--- src/rtl/multiplier_datapath_taint_track_bitwise.sv ---
// Shift-add multiplier datapath with bitwise taint shadows on every register.
// Control strobes come from the multiplier FSM; taint composes through each priority mux stage.
module multiplier_datapath_taint_track_bitwise #(
   parameter int WIDTH = 4
) (
   input  logic               clk,
   input  logic               rst,
   input  logic [WIDTH-1:0]   multiplicand,
   input  logic [WIDTH-1:0]   multiplicand_t,
   input  logic [WIDTH-1:0]   multiplier,
   input  logic [WIDTH-1:0]   multiplier_t,
   input  logic               mdld,
   input  logic               mdld_t,
   input  logic               mrld,
   input  logic               mrld_t,
   input  logic               rsclear,
   input  logic               rsclear_t,
   input  logic               rsload,
   input  logic               rsload_t,
   input  logic               rsshr,
   input  logic               rsshr_t,
   input  logic               productDone,
   input  logic               productDone_t,
   output logic [WIDTH-1:0]   multiplierReg,
   output logic [WIDTH-1:0]   multiplierReg_t,
   output logic [2*WIDTH-1:0] product,
   output logic [2*WIDTH-1:0] product_t,
   output logic               product_valid,
   output logic               product_valid_t
);

   localparam int PW = 2 * WIDTH;

   logic [WIDTH-1:0] md, md_t;
   logic             carry, carry_t;

   logic [WIDTH-1:0] md_n, md_tn, mr_n, mr_tn;
   logic [PW:0]      acc, acc_t;
   logic [PW:0]      sh_v, sh_t, s1_v, s1_t;
   logic [PW:0]      add_v, add_t, s2_v, s2_t;
   logic [PW:0]      s3_v, s3_t;
   logic [WIDTH:0]   sum;
   logic [WIDTH:0]   sum_t;
   logic             pre_t;
   logic             vd_v, vd_t, v_n, v_tn;

   always_comb begin
      md_n  = mdld ? multiplicand : md;
      md_tn = mdld_t ? (multiplicand_t | md_t | (multiplicand ^ md))
                     : (mdld ? multiplicand_t : md_t);
      mr_n  = mrld ? multiplier : multiplierReg;
      mr_tn = mrld_t ? (multiplier_t | multiplierReg_t | (multiplier ^ multiplierReg))
                     : (mrld ? multiplier_t : multiplierReg_t);
   end

   // Running sum plus carry treated as one (2W+1)-bit word through the mux chain.
   always_comb begin
      acc   = {carry, product};
      acc_t = {carry_t, product_t};

      sh_v = {1'b0, carry, product[PW-1:1]};
      sh_t = {1'b0, carry_t, product_t[PW-1:1]};
      s1_v = rsshr ? sh_v : acc;
      s1_t = rsshr_t ? (sh_t | acc_t | (sh_v ^ acc)) : (rsshr ? sh_t : acc_t);

      sum   = {1'b0, product[PW-1:WIDTH]} + {1'b0, md};
      sum_t = '0;
      pre_t = 1'b0;
      for (int i = 0; i < WIDTH; i++) begin
         pre_t    = pre_t | product_t[WIDTH+i] | md_t[i];
         sum_t[i] = pre_t;
      end
      sum_t[WIDTH] = pre_t;
      add_v = {sum, product[WIDTH-1:0]};
      add_t = {sum_t, product_t[WIDTH-1:0]};
      s2_v  = rsload ? add_v : s1_v;
      s2_t  = rsload_t ? (add_t | s1_t | (add_v ^ s1_v)) : (rsload ? add_t : s1_t);

      s3_v = rsclear ? '0 : s2_v;
      s3_t = rsclear_t ? (s2_t | s2_v) : (rsclear ? '0 : s2_t);
   end

   always_comb begin
      vd_v = productDone ? 1'b1 : product_valid;
      vd_t = productDone_t ? (product_valid_t | ~product_valid)
                           : (productDone ? 1'b0 : product_valid_t);
      v_n  = mdld ? 1'b0 : vd_v;
      v_tn = mdld_t ? (vd_t | vd_v) : (mdld ? 1'b0 : vd_t);
   end

   always_ff @(posedge clk or negedge rst) begin
      if (!rst) begin
         md              <= '0;
         md_t            <= '0;
         multiplierReg   <= '0;
         multiplierReg_t <= '0;
         product         <= '0;
         product_t       <= '0;
         carry           <= 1'b0;
         carry_t         <= 1'b0;
         product_valid   <= 1'b0;
         product_valid_t <= 1'b0;
      end else begin
         md              <= md_n;
         md_t            <= md_tn;
         multiplierReg   <= mr_n;
         multiplierReg_t <= mr_tn;
         {carry, product}     <= s3_v;
         {carry_t, product_t} <= s3_t;
         product_valid   <= v_n;
         product_valid_t <= v_tn;
      end
   end

endmodule
--- config.mk ---
export PLATFORM = sky130hd
export DESIGN_NAME = multiplier_datapath_taint_track_bitwise
export DESIGN_NICKNAME = d
export VERILOG_FILES = /design/src/rtl/multiplier_datapath_taint_track_bitwise.sv
export SDC_FILE = /design/constraint.sdc
export NUM_CORES = 1
export LEC_CHECK = 0
export CAP_MARGIN = 25
export CORE_ASPECT_RATIO = 0.5
export CORE_UTILIZATION = 44
export DETAILED_ROUTE_END_ITERATION = 8
export PLACE_DENSITY = 0.76
export SYNTH_ARGS = -nofsm -noshare
export SYNTH_HDL_FRONTEND = slang
export SYNTH_SLANG_ARGS = --single-unit
--- constraint.sdc ---
create_clock -name clk -period 2 [get_ports clk]
set_input_delay 0.5 -clock clk [delete_from_list [all_inputs] [get_ports clk]]
set_output_delay 0.5 -clock clk [all_outputs]
set_load 0.05 [all_outputs]
==> After elaboration in Yosys (flattened, before gate mapping) <==
Cells that the tools add are included.
{ "word_totals": {"wordCells": 55, "input_bits": 30, "latch_bits": 0, "mem_bits_ro": 0, "ff_bits": 36, "mem_bits_rw": 0, "mem_count": 0} }
{ "op_classes": {"bitwise_logic": 23, "n_mul": 0, "n_lt_le_gt_ge": 0, "addsub": 1, "n_mux": 19, "shift": 0, "n_reduce_logical": 2, "eq_ne": 0, "div": 0} }
{ "ops": {"columns": ["operator", "count"], "rows": [
  ["$mux 9", 9],
  ["$or 9x9->9", 4],
  ["$mux 4", 4],
  ["$or 4x4->4", 4],
  ["$or 1x1->1", 9],
  ["$or 8x9->9", 1],
  ["$xor 8x9->9", 1],
  ["$xor 9x9->9", 1],
  ["$xor 4x4->4", 2],
  ["$mux 1", 6],
  ["$add 4x4->5", 1],
  ["$reduce_bool 2->1", 2],
  ["$not 1->1", 1]
]} }

==> Logic depth before layout (Yosys ltp) <==
Gate-level depths: netlist of run 1.
{ "depth": {"word_depth": 12, "depth_mapped": 9} }

==> Worst setup path after synthesis of run 1 <==
Ideal clock, no wire load.
{ "synth_path": {"kind": "reg-to-reg", "startpoint": "register product[4]", "endpoint": "register product_t[6]", "arrival_time_ns": 2.140, "setup_time_ns": 0.132, "path_slack_ns": -0.272, "required_ns": 1.868, "path_stages_with_launch": 9, "path_cell_list": "dfrtp_1 ha_1 inv_1 fa_1 xnor2_1 xnor2_1 o31ai_1 a21oi_1 o21bai_1"} }
{ "synth_via": {"elab_chain_cells": 6, "elab_cells_between_ends": 8, "cone_classes": "add/sub: 1; mux: 4; bitwise: 3"} }
{ "synth_rtl": {"columns": ["element", "line_no", "source"], "rows": [
  ["from (decl)", "26", "output logic [2*WIDTH-1:0] product,"],
  ["from (signal assigned)", "108", "{carry, product} <= s3_v;"],
  ["$add 4x4->5 (*)", "66", "sum = {1'b0, product[PW-1:WIDTH]} + {1'b0, md};"],
  ["$xor 9x9->9", "77", "s2_t = rsload_t ? (add_t | s1_t | (add_v ^ s1_v)) : (rsload ? add_t : s1_t);"],
  ["$or 9x9->9", "77", null],
  ["$mux 9", "77", null],
  ["$mux 9 / $or 9x9->9 (equally long branches)", "80", "s3_t = rsclear_t ? (s2_t | s2_v) : (rsclear ? '0 : s2_t);"],
  ["$mux 9 (*)", "80", null],
  ["via s3_t[6]", "41", "logic [PW:0] s3_v, s3_t;"],
  ["to (signal assigned)", "109", "{carry_t, product_t} <= s3_t;"],
  ["to (decl)", "27", "output logic [2*WIDTH-1:0] product_t,"]
]} }
The timed path passes the listed nets; every way through them passes the cells marked *.
A chain may end at the register's enable or synchronous reset.

==> Worst setup path after layout of run 1 <==
{ "layout_path": {"startpoint": "register multiplierReg_t[2]", "endpoint": "output multiplierReg_t[2]"} }
{ "layout_lines": {"columns": ["element", "line_no", "source"], "rows": [
  ["from (decl)", "25", "output logic [WIDTH-1:0] multiplierReg_t,"],
  ["from (signal assigned)", "107", "multiplierReg_t <= mr_tn;"]
]} }
No word-level cell between the ends.

==> results of run 1 <==
## power by group
| group | switching, mW | internal, mW | leakage, nW | total [mW] |
|---|---|---|---|---|
| combinational | 0.468 | 0.367 | 0.899 | 0.835 |
| clock | 0.258 | 0.370 | 0.0552 | 0.628 |
| sequential | 0.0848 | 0.801 | 0.418 | 0.886 |
## registers in the layout, indices dropped and copies added (netlist names)
signal and flops:
product 8, carry_t 1, md_t 4, product_t 8, multiplierReg 4, product_valid_t 1, carry 1, md 4
product_valid 1, multiplierReg_t 4
## tightest hold or removal path: stages (launching register included)
cell and delay [ps]:
dfrtp_1 350, nor2_1 50, a21oi_1 100
## worst min path at each step
stage	start	endpoint	slack (ps)	cells after the start
after floorplan	rst	carry	200	0
after global placement	product_valid_t	product_valid_t	490	1
after detailed placement	product_valid_t	product_valid_t	520	1
after CTS	product_valid_t	product_valid_t	530	1
after global routing	multiplierReg_t[1]	multiplierReg_t[1]	570	1
final	multiplierReg_t[2]	multiplierReg_t[2]	530	2
## layer usage
| layer | up-vias | global-route usage |
|---|---|---|
| met3 | 8 | 0.0484 |
| met1 | 967 | 0.275 |
| met2 | 61 | 0.411 |
| li1 | 968 | - |
| met4 | 0 | 0.0643 |
| met5 | - | 0 |
## Yosys cell counts (5+ instances only)
| master | number | share of area |
|---|---|---|
| a21o_1 | 6 | 0.020 |
| a21oi_1 | 18 | 0.041 |
| clkbuf_1 | 7 | 0.012 |
| dfrtp_1 | 36 | 0.41 |
| inv_1 | 6 | 0.010 |
| mux2_1 | 7 | 0.036 |
| mux2_2 | 10 | 0.051 |
| nand2_1 | 8 | 0.014 |
| nand2b_1 | 5 | 0.014 |
| nor2_1 | 30 | 0.051 |
| nor2b_1 | 7 | 0.020 |
| nor3_1 | 5 | 0.011 |
| o21ai_0 | 9 | 0.020 |
| o22a_1 | 6 | 0.024 |
| o32a_1 | 6 | 0.027 |
| xnor2_1 | 9 | 0.036 |
| xor2_1 | 14 | 0.055 |
## metrics by stage
| stage | util | instances |
|---|---|---|
| after global placement | 0.645 | 364 |
| after global routing | 0.677 | 374 |
| final | 0.677 | 374 |
| after detailed placement | 0.645 | 364 |
| after floorplan | - | 226 |
| after CTS | 0.673 | 373 |
## cell families (layout without fill, tap and decap cells)
logic type,Yosys count,after routing,share of synthesized area
buffers and inverters,17,99,0.0362
DFF,36,36,0.407
muxes,21,21,0.106
xor gates and xnor gates,23,23,0.0910
adders and majority gates,5,5,0.0316
and+or+nand+nor,60,60,0.133
AOI/OAI and AO/OA,64,64,0.195
## final cells by class
cell class	count	share of cell area
flip-flops and latches	36	0.289
clock buffers	6	0.0232
clock inverters	2	0.0112
multi-input cells	173	0.408
well taps	66	0.0264
repair buffers	84	0.234
inverters	7	0.00841
## repair_timing
action                     CTS  global route
pin swaps                    2             2
setup endpoints to repair    2             4
buffers inserted             1             1
resized for setup            3             4
==> results by group, run 1 <==
Setup path
  – R2R cell count: 8
  – Critical path required time: ~1500 ps
  – WP buf/inv: 1
  – R2r startpoint: md[0]
  – CP max stage delay: 800 ps
  – Reg-to-Reg End: product_t[5]
  – Worst Setup EP: multiplierReg_t[2]
  – Critical-path maximum fanout: 2
  – Worst setup path class: register to primary output
  – Critical Path Stages: 1
  – Worst Setup SP: multiplierReg_t[2]
  – CP endpoint kind: primary output
  – Crit path max-delay family: buffers and inverters
  – Slowest CP cell: clkdlybuf4s50_1
  – Crit path DAT: 1440 ps
  – FF-to-FF setup slack: about 130 ps
  – Startpoint Class: register
  – Crit path cell chain: clkdlybuf4s50_1

Clocking
  – Root buffer cell: clkbuf_8
  – Hold Buf Count CTS: 0
  – Num CTS Buffers: 5
  – H-tree depth: 2
  – Clock Tree Buf Depth: 2
  – TritonCTS Sinks: 36
  – Clk slew on worst S/H paths: around 70 ps
  – CTS tree: built
  – Latest clock arrival within the worst-skew pair: 290 ps

Routing
  – 1st-iter DRT viols: 58
  – Highest routed layer: met4
  – DR DRC count: 0
  – Routed vias/inst: around 5.4
  – Final wirelength: roughly 5600 um
  – Remaining antenna violation count: 0
  – Pre-antenna DRT Iters: 4
  – DRT met1 WL: 2510 um
  – Met2 WL: 2730 um
  – Vias: 2,004
  – Drt wl/cell: ~15 um
  – WL met3: 312 um

Logic synthesis
  – Yosys warnings: 0
  – Post-synth ARST share: 1.00
  – Synth Cell Area: 2210 um^2
  – Avg Inst Size Synth: around 9.8 um^2
  – Post-Syn Instances: 226
  – Synth unique cells: 40
  – Register area share after synthesis: 0.407
  – Post-synth top flop: dfrtp_1
  – Post-synthesis net count: 261
  – Post-synth EDFFs: 0
  – Yosys reg bits: 36

Floorplanning
  – Site Rows: 17
  – Initial Util: 0.480
  – Die outline height: 52.2 um
  – Io pins: 56
  – Die area: 5340 um^2
  – Die width: 102 um
  – Core area: about 4600 um^2

Placement
  – Hpwl dp: 4270 um
  – Port bufs: 55
  – Placement Cell Area: 2980 um^2
  – Dpl ws: -364 ps
  – GP Congestion: 0.856

GRT
  – First-pass GRT wire length: 8940 um
  – Initial antenna violation count: 0
  – Vias in the first global route: 1,932
  – GRT Residual Overflow: 0
  – Largest net degree at the start of global routing: 37
  – Gr usage total: 0.227

Timing
  – Final Hold Viols: 0
  – Slew @ Worst Pin: 506 ps
  – WHS: 533 ps
  – Tmin final: slightly below 2000 ps
  – Final worst slack: 63.7 ps
  – RSZ-0062 raised after global routing: no
  – Headroom to the max-slew limit: 0.662
  – Slew Viols, Final: 0
  – Final setup viols: 0
  – Fmax: slightly above 500 MHz
  – Final Skew: 9.80 ps
  – Crit share post-route: 0.968
  – Setup_tns: 0 ps

Status
  – Status: finished clean

Layout
  – Final nets: 342
  – Most frequent cells in the layout: buf_4, dfrtp_1, nor2_1
  – Area of the multi-input gates: 1270 um^2
  – Commonest non-fill, non-tap cell in the layout: buf_4
  – Area Growth Syn to Fin: 41.1%
  – Fraction of layout cells with a size suffix above 1: 0.260
  – Flip-flop and latch area: ~900 um^2
  – Design area: between 3000 and 4000 um^2
  – N_diodes: 0
  – # fillers: 390

Pwr
  – LEAKAGE: 1.37 nW
  – Design Power: 2.35 mW
  – Worst vdd ir: ~370 uV
  – P per Cell Area: 752 nW/um^2

Worst hold path
  – Worst min path class: register to register

Job
  – # Max-Cap Violations: 0
No activity file was read; power rests on OpenSTA's default activity.
==> inputs of run 2 (changes only) <==
Settings changed: GPL_ROUTABILITY_DRIVEN set to 0.
==> run 2 against run 1 <==
  * Global-route usage rose by 0.41 points
  * First-iteration DRC count grew 78%
  * Register-to-register slack about the same
  * Wire length shrank 1.1%
  * Highest routed layer unchanged
  * Critical path type unchanged
  * Clock power grew 0.8%
  * Worst setup slack worse by 8.1 ps
  * Maximum frequency down 0.42%
  * Worst hold slack gained 2.3 ps
  * Sequential power is essentially flat
  * Largest power group unchanged
==> results by group, run 2 (synthesis gave the netlist of run 1 again) <==
Layout
  – Final nets: 341
  – Area Growth Syn to Fin: 41.8%
  – Most frequent cells in the layout: buf_4, dfrtp_1, nor2_1
  – Fraction of layout cells with a size suffix above 1: 0.274
  – Final Non-Filler Cells: 373
  – Commonest non-fill, non-tap cell in the layout: buf_4
  – Top Registers: product (8), product_t (8)
  – N_diodes: 0
  – Final design utilization: 0.680
  – Design area: 3140 um^2

Floorplanning
  – Core area: 4620 um^2
  – Site Rows: 17
  – Io pins: 56
  – Die width: between 100 and 150 um
  – Die area: 5340 um^2
  – Initial Util: 0.480
  – Die outline height: 52.2 um

Placement
  – Placement Cell Area: between 2000 and 3000 um^2
  – Dpl ws: -385 ps
  – Hpwl dp: about 4300 um
  – Port bufs: 55
  – DP Cell Count: 364

Clocking
  – H-tree depth: 2
  – Clk slew on worst S/H paths: approximately 80 ps
  – Root buffer cell: clkbuf_8
  – TritonCTS Sinks: 36
  – Clock Tree Buf Depth: 2
  – Latest clock arrival within the worst-skew pair: slightly below 300 ps
  – CTS tree: built
  – Hold Buf Count CTS: 0
  – Num CTS Buffers: 5

Routing
  – Vias: 1,988
  – Remaining antenna violation count: 0
  – Routed vias/inst: 5.33
  – Drt wl/cell: 14.9 um
  – Pre-antenna DRT Iters: 4
  – Final wirelength: 5560 um
  – 1st-iter DRT viols: 103
  – DR DRC count: 0

GRT
  – Met2 GRT Util: 0.407
  – Vias in the first global route: 1,994
  – Largest net degree at the start of global routing: 37
  – Met3 global-route usage: 0.0430
  – First-pass GRT wire length: about 9200 um
  – Initial antenna violation count: 0
  – GRT Residual Overflow: 0
  – Met1 usage: 0.292
  – Grt peak-use layer: met2
  – Gr usage total: 0.231

Worst hold path
  – Worst min path class: register to register
  – Worst Hold Depth: 1

Setup path
  – Startpoint Class: register
  – Critical Path Stages: 1
  – Worst setup path class: register to primary output
  – Crit path max-delay family: buffers and inverters
  – R2R cell count: 8
  – Critical-path maximum fanout: 2
  – Critical path required time: 1500 ps
  – CP endpoint kind: primary output
  – WP buf/inv: 1
  – Crit path DAT: between 1000 and 1500 ps
  – CP max stage delay: 810 ps
  – Slowest CP cell: clkdlybuf4s50_1
  – Crit path cell chain: clkdlybuf4s50_1

Timing
  – Setup_tns: 0 ps
  – Slew Viols, Final: 0
  – WHS: 535 ps
  – Headroom to the max-slew limit: 0.658
  – Final worst slack: 55.6 ps
  – Final Hold Viols: 0
  – RSZ-0062 raised after global routing: no
  – Final setup viols: 0
  – Fmax: 514 MHz
  – Final Skew: 6.88 ps
  – Tmin final: around 2000 ps
  – Slew @ Worst Pin: 512 ps
  – Crit share post-route: 0.972

Pwr
  – LEAKAGE: around 1.4 nW
  – Design Power: 2.36 mW
  – P per Cell Area: between 700 and 800 nW/um^2
  – Worst vdd ir: between 300 and 400 uV

Status
  – Status: finished clean

Job
  – # Max-Cap Violations: 0
[run 2: repair_timing]
item	in CTS	in global routing
pin swaps	0	4
endpoints found under the hold margin	0	0
buffers inserted	1	0
resized for setup	4	8
endpoints found under the setup margin	3	7
[run 2: where the power goes]
group | leakage, nW | total [mW] | internal (mW) | switching [mW]
logic | 0.916 | 0.838 | 0.369 | 0.469
clock network | 0.0552 | 0.633 | 0.370 | 0.263
registers | 0.418 | 0.888 | 0.801 | 0.0870
total | 1.39 | 2.36 | 1.54 | 0.819
[run 2: layer usage]
| metal | vias to the layer above | wire length, um |
|---|---|---|
| met1 | 958 | 2560 |
| met5 | - | 0 |
| met4 | 0 | 28 |
| met3 | 4 | 274 |
| met2 | 55 | 2690 |
| li1 | 971 | - |
[run 2: area by class of cell]
type | count | area [um^2]
clock buffers | 6 | 72.6
clock inverters | 2 | 35.0
fillers | 379 | 1480
inverters | 7 | 26.3
multi-input cells | 173 | 1290
flip-flops and latches | 36 | 903
well taps | 66 | 82.6
repair buffers | 83 | 731
[run 2: final timing paths]
path                       slack (ps)               start                  to
setup / recovery                   60  multiplierReg_t[2]  multiplierReg_t[2]
hold / removal                    540     product_valid_t     product_valid_t
setup reg to reg                  140               md[0]        product_t[6]
hold reg to reg                   540     product_valid_t     product_valid_t
max in group asynchronous        1220                 rst          product[3]
min in group asynchronous         580                 rst               md[0]
